**config.mk**
```make
export PLATFORM = sky130hd
export DESIGN_NAME = decode_stage_flat
export DESIGN_NICKNAME = d
export VERILOG_FILES = /design/src/rtl/decode_stage_if.sv /design/src/rtl/decode_stage.sv /design/src/flat_wrapper.sv
export SDC_FILE = /design/constraint.sdc
export NUM_CORES = 1
export LEC_CHECK = 0
export ABC_AREA = 1
export CAP_MARGIN = 20
export CELL_PAD_IN_SITES_DETAIL_PLACEMENT = 0
export CELL_PAD_IN_SITES_GLOBAL_PLACEMENT = 1
export CORE_MARGIN = 3
export CORE_UTILIZATION = 30
export DETAILED_ROUTE_END_ITERATION = 12
export PLACE_DENSITY_LB_ADDON = 0.3
export REMOVE_ABC_BUFFERS = 1
export SLEW_MARGIN = 20
export SYNTH_ARGS = -nofsm -noshare
export SYNTH_HDL_FRONTEND = slang
export SYNTH_SLANG_ARGS = --single-unit
```
**constraint.sdc**
```tcl
create_clock -name clock -period 1.4 [get_ports clock]
set_input_delay 0.28 -clock clock [delete_from_list [all_inputs] [get_ports clock]]
set_output_delay 0.28 -clock clock [all_outputs]
set_load 0.03 [all_outputs]
```
**src/rtl/decode_stage_if.sv**
```systemverilog
// Fetch/writeback/execute-side bundle for decode_stage. The master side drives
// the instruction, control and writeback inputs; the slave (decode) side drives stall and ID/EX.
interface decode_stage_if #(
    parameter int unsigned WIDTH            = 8,
    parameter int unsigned ADDRESSWIDTH     = 4,
    parameter int unsigned OPCODEWIDTH      = 4,
    parameter int unsigned INSTRUCTIONWIDTH = 16
);
    logic                        instrValid;
    logic [INSTRUCTIONWIDTH-1:0] instruction;
    logic                        flush;
    logic                        holdIn;
    logic                        writeEnable;
    logic [ADDRESSWIDTH-1:0]     writeAddress;
    logic [WIDTH-1:0]            dataToSave;
    logic                        stallOut;
    logic                        exValid;
    logic [OPCODEWIDTH-1:0]      exOpcode;
    logic [WIDTH-1:0]            exReg1Content;
    logic [WIDTH-1:0]            exReg2Content;
    logic [WIDTH-1:0]            exInmediate;
    logic [ADDRESSWIDTH-1:0]     exReg1Address;
    logic [ADDRESSWIDTH-1:0]     exReg2Address;
    logic [ADDRESSWIDTH-1:0]     exDestAddress;

    modport master (
        output instrValid, instruction, flush, holdIn, writeEnable, writeAddress, dataToSave,
        input  stallOut, exValid, exOpcode, exReg1Content, exReg2Content, exInmediate,
               exReg1Address, exReg2Address, exDestAddress
    );

    modport slave (
        input  instrValid, instruction, flush, holdIn, writeEnable, writeAddress, dataToSave,
        output stallOut, exValid, exOpcode, exReg1Content, exReg2Content, exInmediate,
               exReg1Address, exReg2Address, exDestAddress
    );
endinterface

```
**src/rtl/decode_stage.sv**
```systemverilog
// Instruction decode stage: field extract, bypassed register file, load-use bubble, ID/EX register.
// Define DECODE_SIGNEXT_EN to sign-extend the immediate; otherwise it is zero-extended.
module decode_stage #(
    parameter int unsigned          WIDTH            = 8,
    parameter int unsigned          REGNUM           = 16,
    parameter int unsigned          ADDRESSWIDTH     = 4,
    parameter int unsigned          OPCODEWIDTH      = 4,
    parameter int unsigned          INSTRUCTIONWIDTH = 16,
    parameter int unsigned          IMMWIDTH         = 8,
    parameter logic [OPCODEWIDTH-1:0] LOADOPCODE     = 4'h9
) (
    input  logic          clock,
    input  logic          reset,
    decode_stage_if.slave bus
);
    localparam int unsigned AW = ADDRESSWIDTH;
    localparam int unsigned OW = OPCODEWIDTH;
    localparam int unsigned IW = INSTRUCTIONWIDTH;

    typedef struct packed {
        logic             valid;
        logic [OW-1:0]    opcode;
        logic [WIDTH-1:0] r1_data;
        logic [WIDTH-1:0] r2_data;
        logic [WIDTH-1:0] imm;
        logic [AW-1:0]    r1_addr;
        logic [AW-1:0]    r2_addr;
        logic [AW-1:0]    rd_addr;
    } idex_t;

    logic [WIDTH-1:0] regs_q [REGNUM];
    logic [WIDTH-1:0] regs_d [REGNUM];
    idex_t            idex_q;
    idex_t            idex_d;

    logic [AW-1:0]       r1;
    logic [AW-1:0]       r2;
    logic [AW-1:0]       rd;
    logic [OW-1:0]       opcode;
    logic [IMMWIDTH-1:0] imm_raw;
    logic [WIDTH-1:0]    imm_ext;
    logic [WIDTH-1:0]    r1_data;
    logic [WIDTH-1:0]    r2_data;
    logic                wr_hit;
    logic                hazard;

    always_comb begin
        r1      = bus.instruction[AW-1:0];
        r2      = bus.instruction[2*AW-1:AW];
        rd      = bus.instruction[3*AW-1:2*AW];
        opcode  = bus.instruction[IW-1 -: OW];
        imm_raw = bus.instruction[IMMWIDTH-1:0];
`ifdef DECODE_SIGNEXT_EN
        imm_ext = WIDTH'($signed(imm_raw));
`else
        imm_ext = WIDTH'(imm_raw);
`endif
    end

    // Bypass only forwards writes that actually land, so out-of-range addresses always read 0.
    always_comb begin
        wr_hit  = bus.writeEnable && (32'(bus.writeAddress) < REGNUM);
        r1_data = (wr_hit && bus.writeAddress == r1) ? bus.dataToSave :
                  (32'(r1) < REGNUM) ? regs_q[r1] : '0;
        r2_data = (wr_hit && bus.writeAddress == r2) ? bus.dataToSave :
                  (32'(r2) < REGNUM) ? regs_q[r2] : '0;
        regs_d  = regs_q;
        if (wr_hit) begin
            regs_d[bus.writeAddress] = bus.dataToSave;
        end
    end

    always_comb begin
        hazard = idex_q.valid && (idex_q.opcode == LOADOPCODE) && bus.instrValid &&
                 ((idex_q.rd_addr == r1) || (idex_q.rd_addr == r2));
        bus.stallOut = reset && (hazard || bus.holdIn);
    end

    always_comb begin
        idex_d = idex_q;
        if (bus.flush) begin
            idex_d.valid = 1'b0;
        end else if (bus.holdIn) begin
            idex_d = idex_q;
        end else if (hazard) begin
            idex_d.valid = 1'b0;
        end else begin
            idex_d.valid   = bus.instrValid;
            idex_d.opcode  = opcode;
            idex_d.r1_data = r1_data;
            idex_d.r2_data = r2_data;
            idex_d.imm     = imm_ext;
            idex_d.r1_addr = r1;
            idex_d.r2_addr = r2;
            idex_d.rd_addr = rd;
        end
    end

    always_ff @(posedge clock or negedge reset) begin
        if (!reset) begin
            idex_q <= '0;
            for (int unsigned i = 0; i < REGNUM; i++) begin
                regs_q[i] <= '0;
            end
        end else begin
            idex_q <= idex_d;
            regs_q <= regs_d;
        end
    end

    always_comb begin
        bus.exValid       = idex_q.valid;
        bus.exOpcode      = idex_q.opcode;
        bus.exReg1Content = idex_q.r1_data;
        bus.exReg2Content = idex_q.r2_data;
        bus.exInmediate   = idex_q.imm;
        bus.exReg1Address = idex_q.r1_addr;
        bus.exReg2Address = idex_q.r2_addr;
        bus.exDestAddress = idex_q.rd_addr;
    end
endmodule

```
**src/flat_wrapper.sv**
```systemverilog
// flat-port wrapper written by rule: the top's interface ports become plain ports
module decode_stage_flat 
#(
    parameter int unsigned          WIDTH            = 8,
    parameter int unsigned          REGNUM           = 16,
    parameter int unsigned          ADDRESSWIDTH     = 4,
    parameter int unsigned          OPCODEWIDTH      = 4,
    parameter int unsigned          INSTRUCTIONWIDTH = 16,
    parameter int unsigned          IMMWIDTH         = 8,
    parameter logic [OPCODEWIDTH-1:0] LOADOPCODE     = 4'h9
)
  (clock, reset, bus_instrValid, bus_instruction, bus_flush, bus_holdIn, bus_writeEnable, bus_writeAddress, bus_dataToSave, bus_stallOut, bus_exValid, bus_exOpcode, bus_exReg1Content, bus_exReg2Content, bus_exInmediate, bus_exReg1Address, bus_exReg2Address, bus_exDestAddress);
  decode_stage_if #(.WIDTH(WIDTH), .ADDRESSWIDTH(ADDRESSWIDTH), .OPCODEWIDTH(OPCODEWIDTH), .INSTRUCTIONWIDTH(INSTRUCTIONWIDTH)) bus_i ();
  input  logic clock;
  input  logic reset;
  input wire logic [$bits(bus_i.instrValid)-1:0] bus_instrValid;
  input wire logic [$bits(bus_i.instruction)-1:0] bus_instruction;
  input wire logic [$bits(bus_i.flush)-1:0] bus_flush;
  input wire logic [$bits(bus_i.holdIn)-1:0] bus_holdIn;
  input wire logic [$bits(bus_i.writeEnable)-1:0] bus_writeEnable;
  input wire logic [$bits(bus_i.writeAddress)-1:0] bus_writeAddress;
  input wire logic [$bits(bus_i.dataToSave)-1:0] bus_dataToSave;
  output wire logic [$bits(bus_i.stallOut)-1:0] bus_stallOut;
  output wire logic [$bits(bus_i.exValid)-1:0] bus_exValid;
  output wire logic [$bits(bus_i.exOpcode)-1:0] bus_exOpcode;
  output wire logic [$bits(bus_i.exReg1Content)-1:0] bus_exReg1Content;
  output wire logic [$bits(bus_i.exReg2Content)-1:0] bus_exReg2Content;
  output wire logic [$bits(bus_i.exInmediate)-1:0] bus_exInmediate;
  output wire logic [$bits(bus_i.exReg1Address)-1:0] bus_exReg1Address;
  output wire logic [$bits(bus_i.exReg2Address)-1:0] bus_exReg2Address;
  output wire logic [$bits(bus_i.exDestAddress)-1:0] bus_exDestAddress;
  assign bus_i.instrValid = bus_instrValid;
  assign bus_i.instruction = bus_instruction;
  assign bus_i.flush = bus_flush;
  assign bus_i.holdIn = bus_holdIn;
  assign bus_i.writeEnable = bus_writeEnable;
  assign bus_i.writeAddress = bus_writeAddress;
  assign bus_i.dataToSave = bus_dataToSave;
  assign bus_stallOut = bus_i.stallOut;
  assign bus_exValid = bus_i.exValid;
  assign bus_exOpcode = bus_i.exOpcode;
  assign bus_exReg1Content = bus_i.exReg1Content;
  assign bus_exReg2Content = bus_i.exReg2Content;
  assign bus_exInmediate = bus_i.exInmediate;
  assign bus_exReg1Address = bus_i.exReg1Address;
  assign bus_exReg2Address = bus_i.exReg2Address;
  assign bus_exDestAddress = bus_i.exDestAddress;
  decode_stage #(.WIDTH(WIDTH), .REGNUM(REGNUM), .ADDRESSWIDTH(ADDRESSWIDTH), .OPCODEWIDTH(OPCODEWIDTH), .INSTRUCTIONWIDTH(INSTRUCTIONWIDTH), .IMMWIDTH(IMMWIDTH), .LOADOPCODE(LOADOPCODE)) u_core (.clock(clock), .reset(reset), .bus(bus_i));
endmodule
```
==> metrics.txt, run 1 <==
status=finished, violations left; failing checks=negative setup slack; Warnings, synthesis=0; max_cap viols=0; count of pins over their slew limit=0; Vias/cell=approximately 4.9; Switch Pwr=around 5.2 mW; # DRC=0; CTS Root Cell=clkbuf_16; largest cells by area after synthesis=dfrtp_1, nand2_1, nand3_1; RSZ-0062 raised after global routing=yes; # fillers=about 3,200; Power Total=roughly 15 mW; hold slack=between 0.3 and 0.4 ns; gp weighted congestion=~0.92; die height=approximately 180 um; Worst setup SP type=flop; register area share after synthesis=0.432; drt pass-1 iters=6; Tcrit/Tclk final=1.33; Internal=approximately 9.8 mW; WP data required=1.12 ns; Synth top cells by count=nand2_1, nand3_1, dfrtp_1, inv_1, o21ai_0; Worst Hold Path Cells=3; vias in the first global route=8,985; DRT antenna net count=0; Worst Hold Endpoint=u_core.bus.exDestAddress[1]; # clock sinks=roughly 160; number of flops mapped to enable cells by yosys=0; PD cells=approximately 1200 nW/um^2; CP Capture Type=output port; Max-slew headroom=0.515; Vias=about 9,400; Avg Synthesized Cell Area=between 6 and 7 sq um; # setup viols final=37; initial antenna violation count=0; Starting Density=0.309; CP Class=reg2out; latest clock arrival within the worst-skew pair=around 0.44 ns; Clock Path Buffers=2; clock period minus worst slack=~1.9 ns; Worst Clk Skew=0.0173 ns; average wire per standard cell=18.7 um; critical-path maximum fanout=4; I/O Pins=76; Hold Crit Start=bus_instruction[9]; Buffers on Ports=75; Yosys cell types=28; reg2reg start=u_core.bus.exDestAddress[2]; grt total ovfl=0; Layout Nets=1,544; Pleak=around 6.3 nW; post-synth top area cell=dfrtp_1; DR iter-0 viols=770; Reg2Reg Depth=12; f_max=535 MHz; Worst Max-Slew Pin Slew=between 0.7 and 0.8 ns; #FFs+latches synth=161; post-DP HPWL=about 25,000 um; global-route wire length before repair=~55,000 um; Worst VDD drop=about 0.00077 V; H-tree depth=4; die area=33,200 sq um; Synth top area share=0.432; dominant synthesized flop cell=dfrtp_1; worst hold path type=in2reg; largest net degree at the start of global routing=~120; switching share of power=0.347; WL final=approximately 36,000 um; Area Growth Syn to Fin=30.9%; Total Routing Usage GR=0.217; Worst EP arrival=roughly 1.6 ns; CTS tree=yes; Core ar.=30,100 sq um; row count=63; layout cells sized above 1=0.171; most common cell in the synthesized netlist=nand2_1; Synth Cell Area=9320 sq um; RR Endpoint=u_core.bus.exReg1Content[0]; Hold Fails Final Rpt=0; Synth Instances=1,362; Seq pwr share=0.403; power share of the clock group=0.306; clk slew on worst S/H paths=0.07 ns; total CTS buffers=17; ant diodes=0; ys async rst share=1.00; Worst R2R Setup Slack=-0.32 ns; combinational share of power=0.292; Worst Slack Setup Final=-0.468 ns; Die X=~180 um
state kept, by name (all words and copies together) (netlist names):
| signal | flops |
|---|---|
| u_core.bus.exDestAddress | 4 |
| u_core.bus.exReg2Address | 4 |
| u_core.bus.exReg1Address | 3 |
| u_core.bus.exReg1Content | 8 |
| u_core.bus.exReg2Content | 8 |
| u_core.bus.exValid | 1 |
| u_core.bus.exInmediate | 1 |
| u_core.bus.exOpcode | 4 |
| u_core.regs_q | 128 |
area by class of cell:
cell class / count / area, sq um / area share
multi-input cells: 955 / 4290 / 0.352
clock buffers: 19 / 433 / 0.0355
flip-flops and latches: 161 / 4030 / 0.331
well taps: 390 / 488 / 0.0400
repair buffers: 218 / 2240 / 0.184
clock inverters: 9 / 114 / 0.00933
inverters: 157 / 599 / 0.0491
per-layer routing:
layer | GRT usage | wire, um
met1 | 0.326 | 17300
met2 | 0.331 | 15500
met3 | 0.0275 | 2180
met4 | 0.0555 | 733
met5 | 0 | 0
how the worst max path moves through the flow:
stage	slack, ns	depth (start not counted)	endpoint	from
finish	-0.47	7	bus_stallOut	u_core.bus.exDestAddress[1]
global route	-0.60	7	bus_stallOut	u_core.bus.exDestAddress[0]
CTS	-0.53	7	bus_stallOut	u_core.bus.exDestAddress[2]
detailed placement	-0.76	11	u_core.bus.exReg1Content[6]	bus_instruction[3]
global placement	-0.77	11	u_core.bus.exReg1Content[6]	bus_instruction[3]
floorplan	-0.84	8	u_core.bus.exReg1Content[0]	bus_instruction[0]
timing repair:
action | 4_1_cts | 5_1_grt
gates resized for setup | 190 | 45
buffers inserted | 8 | 3
hold buffers | 1 | 0
endpoints found under the setup margin | 193 | 52
hold endpoints to repair | 54 | 0
gates cloned | 5 | 0
pin swaps | 7 | 4
kinds of logic (layout without fill, tap and decap cells):
family,Yosys count,in the layout,share of synthesized area
AO/OA/AOI/OAI,146,146,0.0808
AND/OR/NAND/NOR,802,802,0.366
flip-flops,161,161,0.432
buffers and inverters,246,403,0.114
XOR/XNOR,7,7,0.00658
metrics by stage:
step	cell area [sq um]	instances	setup TNS [ns]	worst slack (ns)	utilization
floorplan	8840	1273	-19.51	-0.844	-
global placement	11400	1866	-85.10	-0.768	0.378
detailed placement	11400	1866	-84.70	-0.763	0.378
CTS	12200	1907	-8.22	-0.531	0.405
global route	12200	1909	-13.45	-0.599	0.405
finish	12200	1909	-8.52	-0.468	0.405
worst max-delay path: stages, from the launching register on:
cell	delay (ns)
dfrtp_2	0.44
xor2_1	0.15
nor2_1	0.10
nand2_1	0.06
nand2_1	0.08
nand2_2	0.06
a21boi_2	0.13
buf_6	0.14
cells in the final DEF (no fill, tap or decap), drive strengths merged, types with 2 or more instances in the layout:
cell           instances
dfrtp                161
nand2                543
nor2                  12
clkdlybuf4s15          2
clkinvlp               3
nand4                  9
bufinv                 2
dlygate4sd2            9
a21oi                  3
buf                  183
inv                  154
clkinv                 7
clkdlybuf4s50         21
xor2                   7
clkbuf                20
nor3                   4
nand3                232
o21ai                138
o22ai                  4
power by group through the flow:
| stage | Sequential (mW) | Combinational (mW) | Clock (mW) |
|---|---|---|---|
| after floorplan | 6.34 | 2.10 | 0 |
| after global placement | 6.11 | 4.28 | 0 |
| after detailed placement | 6.12 | 4.31 | 0 |
| after CTS | 6.05 | 4.36 | 4.69 |
| after global routing | 6.17 | 4.93 | 4.89 |
| final | 6.06 | 4.39 | 4.60 |
(Power assumes the default switching activity.)
==> inputs of run 2 (changes only) <==
--- a/config.mk
+++ b/config.mk
@@ -8,7 +8,7 @@
 export ABC_AREA = 1
 export CAP_MARGIN = 20
 export CELL_PAD_IN_SITES_DETAIL_PLACEMENT = 0
-export CELL_PAD_IN_SITES_GLOBAL_PLACEMENT = 1
+export CELL_PAD_IN_SITES_GLOBAL_PLACEMENT = 2
 export CORE_MARGIN = 3
 export CORE_UTILIZATION = 30
 export DETAILED_ROUTE_END_ITERATION = 12
==> run 2 against run 1 <==
The run still ends with negative setup slack left. Final cell count up 0.42%. First-iteration DRC count down 12%. Sequential power about the same. Utilization up 0.12 points. Design area up 0.30%. Die area unchanged. Critical path type unchanged. Critical endpoint unchanged. Largest power group unchanged.
==> metrics.txt, run 2 (synthesis results as in run 1) <==
Worst setup SP type=flop (unchanged); Clock Path Buffers=2 (unchanged); Max-slew headroom=0.629 (was 0.515); Finished Layout Cells=1,917 (was 1,909); average wire per standard cell=19.3 um (was 18.7 um); CP Capture Type=output port (unchanged); largest net degree at the start of global routing=46 (was 122); gp weighted congestion=0.875 (was 0.921); Worst R2R Setup Slack=-0.33 ns (was -0.32 ns); failing checks=negative setup slack (unchanged); crit path launch=u_core.bus.exDestAddress[1] (unchanged); Pleak=6.34 nW (was 6.30 nW); RR Endpoint=u_core.bus.exReg2Content[1] (was u_core.bus.exReg1Content[0]); placed insts=1,875 (was 1,866); Buffers on Ports=75 (unchanged); drt pass-1 iters=5 (was 6); row count=63 (unchanged); Worst EP arrival=1.76 ns (was 1.59 ns); latest clock arrival within the worst-skew pair=0.44 ns (about the same); CTS tree=yes (unchanged); die height=182 um (unchanged); clk slew on worst S/H paths=0.07 ns (about the same); Worst Slack Setup Final=-0.641 ns (was -0.468 ns); critical-path maximum fanout=4 (unchanged); Tcrit/Tclk final=1.46 (was 1.33); Hold Fails Final Rpt=0 (unchanged); Worst VDD drop=0.000821 V (was 0.000771 V); Total Routing Usage GR=0.228 (was 0.217); Top reg by flops=u_core.regs_q (unchanged); vias in the first global route=9,265 (was 8,985); DRT antenna net count=0 (unchanged); CP Class=reg2out (unchanged); Reg area=4030 sq um (unchanged); Area Growth Syn to Fin=31.3% (was 30.9%); most frequent cells in the layout=nand2_1, nand3_1, dfrtp_1, inv_1, o21ai_0 (unchanged); clock period minus worst slack=2.04 ns (was 1.87 ns); Worst Max-Slew Pin Slew=0.556 ns (was 0.728 ns); max_cap viols=0 (unchanged); Placement Setup Slack=-0.731 ns (was -0.763 ns); # setup viols final=36 (was 37); RSZ-0062 raised after global routing=yes (unchanged); Vias/cell=4.87 (was 4.90); Reg2Reg Depth=13 (was 12); Hold Crit Start=bus_instruction[8] (was bus_instruction[9]); # clock sinks=161 (unchanged); Starting Density=0.309 (unchanged); commonest non-fill, non-tap cell in the layout=nand2_1 (unchanged); Worst Hold Endpoint=u_core.bus.exDestAddress[0] (was u_core.bus.exDestAddress[1]); Worst Clk Skew=0.0143 ns (was 0.0173 ns); # DRC=0 (unchanged); total CTS buffers=17 (unchanged); Layout Nets=1,548 (was 1,544); area of the multi-input gates=4280 sq um (was 4290 sq um); count of pins over their slew limit=0 (unchanged); reg2reg start=u_core.bus.exDestAddress[1] (was u_core.bus.exDestAddress[2]); DR iter-0 viols=681 (was 770); post-DP HPWL=26,400 um (was 25,200 um); I/O Pins=76 (unchanged); f_max=490 MHz (was 535 MHz); WP data required=1.12 ns (about the same); max reg flops=128 (unchanged); Vias=9,335 (was 9,357); layout cells sized above 1=0.170 (was 0.171); worst hold path type=in2reg (unchanged); H-tree depth=4 (unchanged); initial antenna violation count=2 (was 0); PD cells=1230 nW/um^2 (about the same); global-route wire length before repair=57,700 um (was 55,400 um); # fillers=3,196 (was 3,173); WL final=37,000 um (was 35,700 um); die area=33,200 sq um (unchanged); grt total ovfl=0 (unchanged); hold slack=0.387 ns (was 0.373 ns); status=finished, violations left (unchanged); CTS Root Cell=clkbuf_16 (unchanged); Die X=182 um (unchanged); Core ar.=30,100 sq um (unchanged); Worst Hold Path Cells=3 (unchanged)
[run 2: timing repair]
action | 4_1_cts | 5_1_grt
hold buffers | 1 | 0
setup buffers | 4 | 3
gates cloned | 4 | 1
endpoints found under the setup margin | 153 | 118
endpoints found under the hold margin | 38 | 0
gates resized for setup | 176 | 29
pin swaps | 2 | 8
[run 2: power by group]
part	total [mW]	switching (mW)	internal (mW)
logic	4.37	2.72	1.65
registers	6.05	0.485	5.57
clock network	4.64	2.08	2.56
[run 2: worst max-delay path by stage]
stage	endpoint	slack, ns	cells past startpoint
3_5_place_dp	u_core.bus.exDestAddress[2]	-0.73	13
2_1_floorplan	u_core.bus.exReg1Content[0]	-0.84	8
6_report	bus_stallOut	-0.64	9
3_3_place_gp	bus_stallOut	-0.75	11
4_1_cts	bus_stallOut	-0.58	9
5_1_grt	bus_stallOut	-0.75	9
[run 2: critical path, stage by stage (launching register included)]
cell	delay, ns
dfrtp_2	0.46
inv_2	0.05
nand2_2	0.06
nand2_2	0.08
nor2_2	0.11
nand2_1	0.06
nand2_2	0.06
nand2_2	0.05
a21boi_1	0.19
buf_4	0.20
[run 2: layout make-up]
type                       instances  area share
antenna                            1    0.000204
multi-input combinational        955       0.349
tap                              390      0.0399
inverter                         157      0.0493
timing repair inverter             2     0.00225
clock inverter                    10     0.00838
clock buffer                      21      0.0376
sequential                       161       0.330
timing repair buffer             220       0.183
[run 2: routing by layer]
layer	GRT usage	vias up	routed length, um
met5	0	-	0
met4	0.0783	0	1160
met3	0.0301	49	1680
met2	0.353	272	16500
met1	0.328	4427	17700
li1	-	4587	-
[run 2: through the flow]
stage / total power, mW / setup TNS (ns) / util / instance area [sq um]
floorplan: 8.44 / -19.51 / - / 8840
global placement: 10.5 / -84.14 / 0.382 / 11500
detailed placement: 10.5 / -84.16 / 0.382 / 11500
CTS: 15.2 / -9.25 / 0.404 / 12200
global route: 16.1 / -13.54 / 0.406 / 12200
finish: 15.1 / -9.95 / 0.406 / 12200
==> patch 1 (config.mk and constraints of run 1) <==
`WIDTH` is set to 8 in 3 places; all go to 10.
--- a/src/rtl/decode_stage_if.sv
+++ b/src/rtl/decode_stage_if.sv
@@ -1,7 +1,7 @@
 // Fetch/writeback/execute-side bundle for decode_stage. The master side drives
 // the instruction, control and writeback inputs; the slave (decode) side drives stall and ID/EX.
 interface decode_stage_if #(
-    parameter int unsigned WIDTH            = 8,
+    parameter int unsigned WIDTH            = 10,
     parameter int unsigned ADDRESSWIDTH     = 4,
     parameter int unsigned OPCODEWIDTH      = 4,
     parameter int unsigned INSTRUCTIONWIDTH = 16
--- a/src/rtl/decode_stage.sv
+++ b/src/rtl/decode_stage.sv
@@ -1,7 +1,7 @@
 // Instruction decode stage: field extract, bypassed register file, load-use bubble, ID/EX register.
 // Define DECODE_SIGNEXT_EN to sign-extend the immediate; otherwise it is zero-extended.
 module decode_stage #(
-    parameter int unsigned          WIDTH            = 8,
+    parameter int unsigned          WIDTH            = 10,
     parameter int unsigned          REGNUM           = 16,
     parameter int unsigned          ADDRESSWIDTH     = 4,
     parameter int unsigned          OPCODEWIDTH      = 4,
--- a/src/flat_wrapper.sv
+++ b/src/flat_wrapper.sv
@@ -1,7 +1,7 @@
 // flat-port wrapper written by rule: the top's interface ports become plain ports
 module decode_stage_flat 
 #(
-    parameter int unsigned          WIDTH            = 8,
+    parameter int unsigned          WIDTH            = 10,
     parameter int unsigned          REGNUM           = 16,
     parameter int unsigned          ADDRESSWIDTH     = 4,
     parameter int unsigned          OPCODEWIDTH      = 4,
Interface: changed (resized bus_dataToSave, bus_exInmediate, bus_exReg1Content and bus_exReg2Content); port bits go from 76 to 84. The function was not compared with the original's and may differ.
==> patch 1 against run 1 <==
  * The flow still finishes with violations (setup timing)
  * Total power is 17% higher
  * Critical path depth is 1 higher
  * Final area is 21% higher
  * Synthesized area is 21% higher
  * Sequential cell count is 36 higher
  * Setup slack worse by 180 ps
  * Routed wire length is 23% higher
  * Register-to-register slack worse by 160 ps
  * Critical endpoint unchanged
  * Highest routed layer unchanged
==> patch 1: results (changes against run 1) <==
Route
  – Detailed-routing iteration count for the pre-antenna-repair pass: 8 (+2)
  – Average wire per cell in the routed design: 18.9 um (+1.2%)
  – Detailed route wirelength on metal3: 2320 um (+6.5%)
  – M1 wire length: 20500 um (+19%)
  – Via count: 11500 (+23%)
  – ANT nets after route: 0 (unchanged)
  – Total met2 wirelength after detailed routing: 20100 um (+29%)
  – Detailed router's first-iteration violation count: 1065 (+38%)
  – Routed wire length: 43800 um (+23%)

Setup path
  – Critical Path AT: 1770 ps (+180 ps)
  – Maximum cell stage delay along the critical path: 490 ps (+50 ps)
  – Worst r2r path cells: 14 (+2)
  – Setup slack of the most critical reg-to-reg path: -480 ps (-160 ps)
  – Capture point of the worst reg-to-reg path: u_core.bus.exReg1Address[2]

CTS
  – Post-CTS sizing: 147 (-23%)
  – Hold buffer count at CTS: 1 (unchanged)
  – Max Root-Sink Buffers: 2 (unchanged)

Synthesis
  – Top post-synthesis cells by area: dfrtp_1 (44%), nand2_1 (22%), nand3_1 (13%)
  – Number of distinct standard cells referenced by the synthesized netlist: 23 (-18%)
  – List of most frequent post-synthesis cells: nand2_1 (665), nand3_1 (287), dfrtp_1 (197)
  – Share of the yosys chip area belonging to registers: 43.7% (+0.49 points)
  – Synthesized instance count: 1685 (+24%)

Cells and area
  – Net count, final: 1869 (+21%)
  – Fraction of final layout cells with drive strength greater than 1: 16.0% (-1.0 points)
  – Area growth syn-to-layout: 30.6%
  – Number of flip-flops under the largest register name: 160 (+25%)
  – Fillers: 3864 (+22%)

Pwr
  – Combinational share of power: 29.5% (+0.3 points)
  – Switching power: 6310 uW (+21%)
  – Peak ir drop on the vdd network: 0.000838 V (+8.7%)
  – Fraction of power consumed by the clock network: 28.4% (-2.2 points)
  – P_comb: 5190 uW (+18%)
  – Leakage power: 0.00767 uW (+22%)

Outcome
  – Result of the run: finished, violations left
  – Violations in the final reports: setup timing

Min path
  – Hold-critical path depth: 3 (unchanged)
  – HP Start: bus_instruction[10]
  – Hold Path End: u_core.bus.exDestAddress[2]

Place
  – Pre-CTS setup slack: -879 ps (-116 ps)
  – Instance count after placement with tap cells included: 2262 (+21%)
  – Final HPWL DP: 30400 um (+21%)
  – Total placed instance area: 13800 sq um (+21%)
  – I/O Buffers: 81 (+8.0%)
  – Final weighted congestion of routability-driven global placement: 0.893 (-3.0%)

Global routing
  – Combined global-route utilization of all metal layers: 22.2% (+0.51 points)
  – Maximum number of pins on one net before global-route repair: 48 (-61%)
  – First-pass GRT wire length: 67100 um (+21%)
  – Via count of the first global-routing pass: 11200 (+25%)
  – Met1 routing resource usage after global routing: 31.6% (-1.0 points)
  – Routing usage on met2: 35.7% (+2.6 points)
  – Met3 layer usage reported by global route: 3.27% (+0.52 points)

Timing
  – Setup TNS Final: -18120 ps (-9600 ps)
  – Hold_ws: 368 ps (-4.47 ps)
  – Worst Slack Setup Final: -652 ps (-184 ps)
  – Final setup violation count: 43 (+16%)
  – Worst Clk Skew: 12.5 ps (-4.82 ps)
[patch 1: cell types whose count changed in the layout (fill, tap and decap cells not counted), sizes merged, moves of 3 or more]
cell	run 1	this run
inv	154	196
o21ai	138	170
dlygate4sd2	9	1
clkdlybuf4s50	21	26
dlymetal6s2s	0	3
buf	183	221
nand3	232	288
dfrtp	161	197
nand2	543	665
[patch 1: area by class of cell]
type                       instances  area share, %
multi-input combinational       1169           35.1
sequential                       197           33.5
timing repair buffer             255           18.4
inverter                         191           4.98
tap                              468           3.98
clock buffer                      19           2.94
clock inverter                    13          0.943
timing repair inverter             2          0.153
[patch 1: logic make-up (layout without fill, tap and decap cells)]
kind of cell	count (synthesis)	count (layout)	share of synthesized area, %
AND/OR/NAND/NOR	982	982	36.4
buffers and inverters	320	480	11.4
flip-flops	197	197	43.7
AO/OA/AOI/OAI	178	178	7.97
XOR/XNOR	7	7	0.544
other	1	2	0.0333
==> patch 2 (settings of run 1) <==
Made on the original files. Make the reset (`reset`) synchronous in one clocked block.
--- a/src/rtl/decode_stage.sv
+++ b/src/rtl/decode_stage.sv
@@ -96,7 +96,7 @@
         end
     end
 
-    always_ff @(posedge clock or negedge reset) begin
+    always_ff @(posedge clock) begin
         if (!reset) begin
             idex_q <= '0;
             for (int unsigned i = 0; i < REGNUM; i++) begin
Function: differs if reset is asserted again (counterexample within 4 cycles, from zero or initial values and one cycle with reset low); with reset held inactive, the same outputs for 4 cycles.
==> patch 2 against run 1 <==
  * The flow still finishes with violations (setup timing)
  * Synthesized cell count rose by 9.3%
  * Die area fell by 2.1%
  * Cell count rose by 5.9%
  * Routed wire length barely moved
  * Setup slack improved by 23 ps
  * Critical path depth rose by 2
  * Total power fell by 18%
  * Worst hold slack got worse by 190 ps
  * Final area rose by 0.68%
  * Global-route usage rose by 0.076 points
  * Synthesized area fell by 2.2%
  * First-iteration DRC count fell by 6.4%
  * Utilization rose by 0.71 points
  * Sequential cell count did not move
  * Largest power group is now the clock network
==> patch 2: results (changes against run 1) <==
Synthesis
  – Share of the yosys chip area belonging to registers: 35.4% (-7.9 points)
  – Top post-synthesis cells by area: dfxtp_1 (35%), nand2_1 (17%), nand3_1 (11%)
  – Share of the synthesized area in compound gates (AO/OA/AOI/OAI): 15.8% (+7.7 points)
  – List of most frequent post-synthesis cells: nand2_1 (403), nand3_1 (195), inv_1 (172)
  – Number of distinct standard cells referenced by the synthesized netlist: 21 (-25%)
  – Synthesized instance count: 1489 (+9.3%)

Route
  – Via count: 9962 (+6.5%)
  – Detailed router's first-iteration violation count: 721 (-6.4%)
  – Average wire per cell in the routed design: 17.7 um (-5.5%)
  – Detailed-routing iteration count for the pre-antenna-repair pass: 5 (-1)

Global routing
  – First-pass GRT wire length: 55800 um (+0.70%)
  – Combined global-route utilization of all metal layers: 21.8% (+0.076 points)

Outcome
  – Result of the run: finished, violations left
  – Violations in the final reports: setup timing

Place
  – Pre-CTS setup slack: -728 ps (+34.2 ps)
  – Final HPWL DP: 24700 um (-2.1%)
  – Final weighted congestion of routability-driven global placement: 0.845 (-8.2%)

Cells and area
  – Net count, final: 1652 (+7.0%)
  – Fraction of final layout cells with drive strength greater than 1: 17.8% (+0.79 points)
  – Fillers: 3212 (+1.2%)

Timing
  – Worst Slack Setup Final: -445 ps (+22.9 ps)
  – Headroom to the max-slew limit: 73.5% (+22 points)
  – Worst Clk Skew: 9.33 ps (-7.97 ps)
  – Final setup violation count: 34 (-8.1%)

Min path
  – HP Start: reset

Setup path
  – Worst reg2reg path startpoint: u_core.bus.exDestAddress[1]
  – Critical Path AT: 1570 ps (-20 ps)

Pwr
  – Peak ir drop on the vdd network: 0.000864 V (+12%)
  – Leakage power: 0.00566 uW (-10%)
==> patch 2: cell count changes after synthesis, moves of 28 or more <==
cell,delta
nand2_1,-139
inv_1,+28
nor2_1,+74
nand4_1,+35
nand3_1,-35
dfrtp_1,-161
a21oi_1,+155
dfxtp_1,+161
==> patch 2: routing by layer <==
layer	track usage, %	up-vias	part of all wire, %
met1	29.4	4637	47
met5	0	-	0
li1	-	5047	-
met2	35.1	227	46
met3	4.78	51	4.9
met4	6.36	0	2.0
==> patch 2: kinds of logic (layout without fill, tap and decap cells) <==
group / Yosys count / in the layout
AOI/OAI and AO/OA: 288 / 288
DFF: 161 / 161
and+or+nand+nor: 737 / 737
buffers and inverters: 303 / 445
==> patch 2: per-stage QoR <==
stage | cell area [sq um] | TNS [ps]
5_1_grt | 12300 | -13460
6_report | 12300 | -9920
4_1_cts | 12100 | -9740
2_1_floorplan | 8540 | -36560
3_5_place_dp | 11300 | -77000
3_3_place_gp | 11300 | -75230
==> patch 2: critical path: stages, from the launching register on <==
cell	delay (ps)
dfxtp_4	370
inv_4	40
nand2_2	40
nand2_1	40
nor2_1	130
nand2_1	80
nand2_2	70
nand2_2	70
a21oi_2	140
buf_6	140
==> patch 2: worst paths after layout <==
path	cells after the start	slack [ps]	endpoint
setup / recovery	9	-450	bus_stallOut
hold / removal	3	180	u_core.bus.exDestAddress[2]
setup reg to reg	14	-340	u_core.bus.exReg1Address[0]
hold reg to reg	2	470	u_core.regs_q[36]
==> patch 2: what timing repair did <==
| item | in CTS | in global routing |
|---|---|---|
| buffers inserted | 6 | 5 |
| hold buffers | 0 | 0 |
| resized for setup | 180 | 66 |
| pin swaps | 6 | 20 |
| endpoints found under the setup margin | 100 | 142 |
| gates cloned | 6 | 1 |
==> patch 2: cell type report <==
class	instances	area share, %
inverter	188	5.84
clock inverter	13	1.51
clock buffer	19	3.61
multi-input combinational	1025	38.5
tap	390	3.97
timing repair buffer	225	20.2
sequential	161	26.3
==> patch 2: where the power goes <==
part           internal, uW  leakage [uW]  switching [uW]
logic                   974       0.00405            1500
clock network          3040      0.000303            2040
registers              4720       0.00131            82.0
